## src/rtl/regfile_sb.sv

```systemverilog
// Parametrised NUM_RD-read / 1-write integer register file with hardwired-zero x0 and a per-register busy scoreboard.
// Optional write-through forwarding of the writeback port is compiled in when REGFILE_BYPASS_EN is defined.
module regfile_sb #(
  parameter  int unsigned XLEN   = 32,
  parameter  int unsigned NREG   = 32,
  parameter  int unsigned NUM_RD = 2,
  localparam int unsigned AW     = $clog2(NREG)
) (
  input  logic                     clk,
  input  logic                     rst_n,
  input  logic [NUM_RD*AW-1:0]     rd_addr,
  output logic [NUM_RD*XLEN-1:0]   rd_data,
  output logic [NUM_RD-1:0]        rd_busy,
  input  logic                     wb_valid,
  input  logic [AW-1:0]            wb_addr,
  input  logic [XLEN-1:0]          wb_data,
  input  logic                     iss_valid,
  input  logic [AW-1:0]            iss_addr,
  output logic                     iss_stall,
  output logic [NREG-1:0]          busy_vec
);

  logic [XLEN-1:0] regs [NREG];
  logic [NREG-1:0] busy;
  logic            wb_en;

  assign wb_en = wb_valid && (wb_addr != '0);

  // regs[0] is cleared by reset and never written, so it permanently holds zero.
  always_ff @(posedge clk or negedge rst_n) begin
    if (!rst_n) begin
      for (int unsigned r = 0; r < NREG; r++) regs[r] <= '0;
    end else if (wb_en) begin
      regs[wb_addr] <= wb_data;
    end
  end

  // A releasing writeback lets a same-register issue through; the new reservation wins.
  assign iss_stall = iss_valid && (iss_addr != '0) && busy[iss_addr] &&
                     !(wb_valid && (wb_addr == iss_addr));

  always_ff @(posedge clk or negedge rst_n) begin
    if (!rst_n) begin
      busy <= '0;
    end else begin
      for (int unsigned r = 1; r < NREG; r++) begin
        if (iss_valid && !iss_stall && (iss_addr == AW'(r)))
          busy[r] <= 1'b1;
        else if (wb_valid && (wb_addr == AW'(r)))
          busy[r] <= 1'b0;
      end
    end
  end

  assign busy_vec = busy;

  logic [AW-1:0] ra;
`ifdef REGFILE_BYPASS_EN
  logic          fwd;
`endif

  always_comb begin
    rd_data = '0;
    rd_busy = '0;
    ra      = '0;
`ifdef REGFILE_BYPASS_EN
    fwd     = 1'b0;
`endif
    for (int unsigned i = 0; i < NUM_RD; i++) begin
      ra = rd_addr[i*AW +: AW];
`ifdef REGFILE_BYPASS_EN
      fwd = wb_en && (wb_addr == ra);
      if (fwd) begin
        rd_data[i*XLEN +: XLEN] = wb_data;
        rd_busy[i]              = 1'b0;
      end else begin
        rd_data[i*XLEN +: XLEN] = (ra == '0) ? '0 : regs[ra];
        rd_busy[i]              = busy[ra];
      end
`else
      rd_data[i*XLEN +: XLEN] = (ra == '0) ? '0 : regs[ra];
      rd_busy[i]              = busy[ra];
`endif
    end
  end

endmodule
```

## config.mk

```make
export PLATFORM = sky130hd
export DESIGN_NAME = regfile_sb
export DESIGN_NICKNAME = d
export VERILOG_FILES = /design/src/rtl/regfile_sb.sv
export SDC_FILE = /design/constraint.sdc
export NUM_CORES = 2
export LEC_CHECK = 0
export CORE_MARGIN = 2
export CORE_UTILIZATION = 55
export DETAILED_ROUTE_END_ITERATION = 10
export PLACE_DENSITY_LB_ADDON = 0.1
export SLEW_MARGIN = 20
export SYNTH_ARGS = -nofsm -noshare
export SYNTH_HDL_FRONTEND = slang
export SYNTH_SLANG_ARGS = --single-unit
```

## constraint.sdc

```tcl
create_clock -name clk -period 3.2 [get_ports clk]
set_input_delay 0.64 -clock clk [delete_from_list [all_inputs] [get_ports clk]]
set_output_delay 0.64 -clock clk [all_outputs]
set_load 0.01 [all_outputs]
```

==> results.txt <==
Status = finished, violations left
Failing checks = negative setup slack
R2r setup slk = 1.26 ns
Bufs and invs on worst path = 4
CTS tree = done
CP Launch Type = input port
Via count = 37051
Synth unique cells = 49
Worst setup margin = -0.0536 ns
Vias/cell = 6.88
Most common flop cell mapped by yosys = dfrtp_1
Post-synthesis simple-gate area fraction = 1.70%
Post-synth EDFFs = 0
Max Clk Rate = 307 MHz
Number of cells on the critical path = 8
Slowest CP cell = mux4_2
First-pass GRT wire length = 269 mm
Non-filler cells, final = 5389
Clock period minus worst slack = 3.25 ns
Post-synth top area share = 46.6%
Required time of the critical path = 2.56 ns
Initial antenna violation count = 11
Final cycle utilization of the critical path = 102%
Psw = 11.4 mW
Avg Inst Size Synth = 15.7 sq um
Most Frequent Cell on Critical Path = buf_16
Syn Nets = 3673
Leak = 29.6 nW
Mux contribution to synthesized area = 46.2%
Synth Area in Compound Gates = 1.80%
CTS Buf Count = 114
Die height = 325 um
Endpoints failing setup = 6
Largest family of logic cells by synthesized area = multiplexers
Pre-CTS setup slack = -0.601 ns
Clk buf depth = 3
Internal Power = 30.2 mW
Worst-path maximum fanout = 12
Comb power frac = 23.5%
Num rows = 117
Final Max Slew Viols = 0
Initial DRC Count = 3632
Peak VDD IR = 0.499 mV
Insertion delay to the later sink of the worst-skew pair = 0.70 ns
Power share of the sequential group = 43.3%
Port Buffers = 153
Die area = 106000 sq um
Placed insts = 5071
Fill count = 7020
Worst Setup SP = rd_addr[5]
Final Core Density = 67.0%
DIE WIDTH = 325 um
CP cell instances = buf_16, buf_16, buf_6, mux4_2, mux2_2, a21oi_1, o22ai_1, dlygate4sd2_1
Clk pwr share = 33.1%
Core Region = 102000 sq um
Clock Sinks = 1055
Switching share of power = 27.4%
H-tree Lvls = 3
Setup CP Type = input port to output pin
CP endpoint = rd_data[50]
Clock Pin Slew Worst Setup and Hold Paths = 0.06 ns
Initial Util = 55.6%
Worst path top cell family by delay = buffers and inverters
Largest cells by area after synthesis = dfrtp_1 (47%), mux4_2 (24%), mux2_2 (20%)
Setup crit end kind = output pin
Pwr dens = 609 nW/um^2
Hold Vio Cnt, Final = 0
Vias in the first global route = 38940
Post-Synth XOR/XNOR Area = 0.0773%
Critical Path AT = 2.61 ns
Reg2reg start = busy_vec[27]
Largest stage delay, worst path = 0.50 ns
Adder-Cell Fraction of Synth Area = 0%
Area grow syn2layout = 20.5%
Max-slew headroom = 27.0%
All-layer global routing usage = 34.6%
Nets = 3977
Drc violations = 0
Synth warn = 1
Routed len/inst = 33.6 um
DRT Pass-1 Iters = 6
Worst reg2reg path depth = 6
DP HPWL = 111 mm
Root Buffer = clkbuf_16
Least-Margin Pin Slew = 1.09 ns
Fraction of layout cells with a size suffix above 1 = 61.8%
Max-cap violation count = 0
GP Congestion = 0.899
Setup_tns = -0.110 ns
Total power = 41.6 mW
Synthesized cell area = 56700 sq um
Ys async rst share = 100%
IO Pins = 155
Leading area contributor after synthesis = dfrtp_1
Hold/Removal Path Class = flop to flop
Synth Register Bits = 1055
Worst Skew = 0.0111 ns
RSZ-0062 raised after global routing = true
ANT nets after route = 0
Post-Syn Instances = 3617
Overflow after GRT = 0
Final wirelength = 181 mm
Seq/Total Area, Yosys = 46.6%
Largest net degree at the start of global routing = 103
Reg2reg end = busy_vec[19]
## sequential cells by signal (all words and copies together) (netlist names)
register,cells
busy_vec,31
regs,1024
## area by class of cell
class | count | area, sq um | area share, %
multi-input cells | 2106 | 28800 | 42.1
flip-flops and latches | 1055 | 26400 | 38.7
repair buffers | 606 | 7330 | 10.7
clock buffers | 167 | 3410 | 5.00
well taps | 1368 | 1710 | 2.51
clock inverters | 43 | 522 | 0.764
inverters | 38 | 143 | 0.209
diodes | 6 | 15.0 | 0.0220
## power by group through the flow
| stage | Combinational [mW] | Clock, mW | Sequential (mW) |
|---|---|---|---|
| 4_1_cts | 9.65 | 13.9 | 17.9 |
| 6_report | 9.79 | 13.8 | 18.0 |
| 3_3_place_gp | 9.10 | 0 | 17.9 |
| 5_1_grt | 10.4 | 14.5 | 18.3 |
| 3_5_place_dp | 9.37 | 0 | 18.1 |
| 2_1_floorplan | 6.59 | 0 | 17.4 |
## kinds of logic (layout without fill, tap and decap cells)
| logic type | after synthesis | count (layout) |
|---|---|---|
| AND/OR/NAND/NOR | 218 | 218 |
| other | 1 | 7 |
| XOR/XNOR | 5 | 5 |
| multiplexers | 1710 | 1710 |
| flip-flops | 1055 | 1055 |
| buffers and inverters | 456 | 854 |
| AO/OA/AOI/OAI | 172 | 172 |
## synth_stat cells (all sizes together), types with 4 or more instances
library cell and n:
mux4 610, mux2 1049, o21ai 56, nand2b 6, nor2 94, clkbuf 213, mux2i 51, a22oi 5
o22ai 22, nor3 6, o31ai 22, or3 4, xnor2 5, a21oi 52, nor2b 11, inv 38
buf 205, dfrtp 1055, nand2 76, a22o 7
## layer usage
metal,vias up,track usage [%],part of all wire (%)
li1,14592,-,-
met1,20173,48.5,40
met2,1855,53.2,47
met3,425,6.75,8.3
met4,6,15.3,4.8
met5,-,0,0.025
## stage by stage
stage          area [sq um]  hold slack [ns]
6_report              68300            0.374
3_3_place_gp          62400            0.360
3_5_place_dp          62400            0.363
4_1_cts               67700            0.376
5_1_grt               68300            0.388
2_1_floorplan         56700            0.344
## placed cells by master (no fill, tap or decap), types with 10 or more instances in the layout
cell,instances
clkbuf_16,119
o22ai_1,13
clkdlybuf4s50_1,74
nor2b_1,10
buf_2,29
a21oi_1,28
mux2i_1,50
mux2_4,29
o21ai_1,25
clkbuf_2,10
buf_6,26
buf_4,262
dfrtp_1,1049
nor2_4,17
buf_16,31
mux2_1,10
clkbuf_1,18
clkinv_2,20
nor2_1,70
mux4_2,610
mux2_2,1010
clkbuf_8,34
nand2_1,54
a21oi_2,20
o31ai_1,22
buf_12,139
inv_1,35
bufinv_16,10
nand2_2,21
buf_8,12
o21ai_0,19
## what timing repair did
action	in CTS	in global routing
endpoints found under the setup margin	67	49
pin swaps	8	5
buffers inserted	49	40
gates resized for setup	347	85
gates cloned	17	4
hold buffers	1	0
hold endpoints to repair	38	0
## worst min path at each step
stage,depth (start not counted),slack [ns],start,endpoint
finish,0,0.37,regs[1020],regs[1020]
global route,0,0.39,regs[1011],regs[1011]
CTS,0,0.38,regs[1020],regs[1020]
detailed placement,0,0.36,regs[1020],regs[1020]
global placement,0,0.36,regs[1020],regs[1020]
floorplan,0,0.34,rst_n,busy_vec[10]
(Power assumes the default switching activity.)
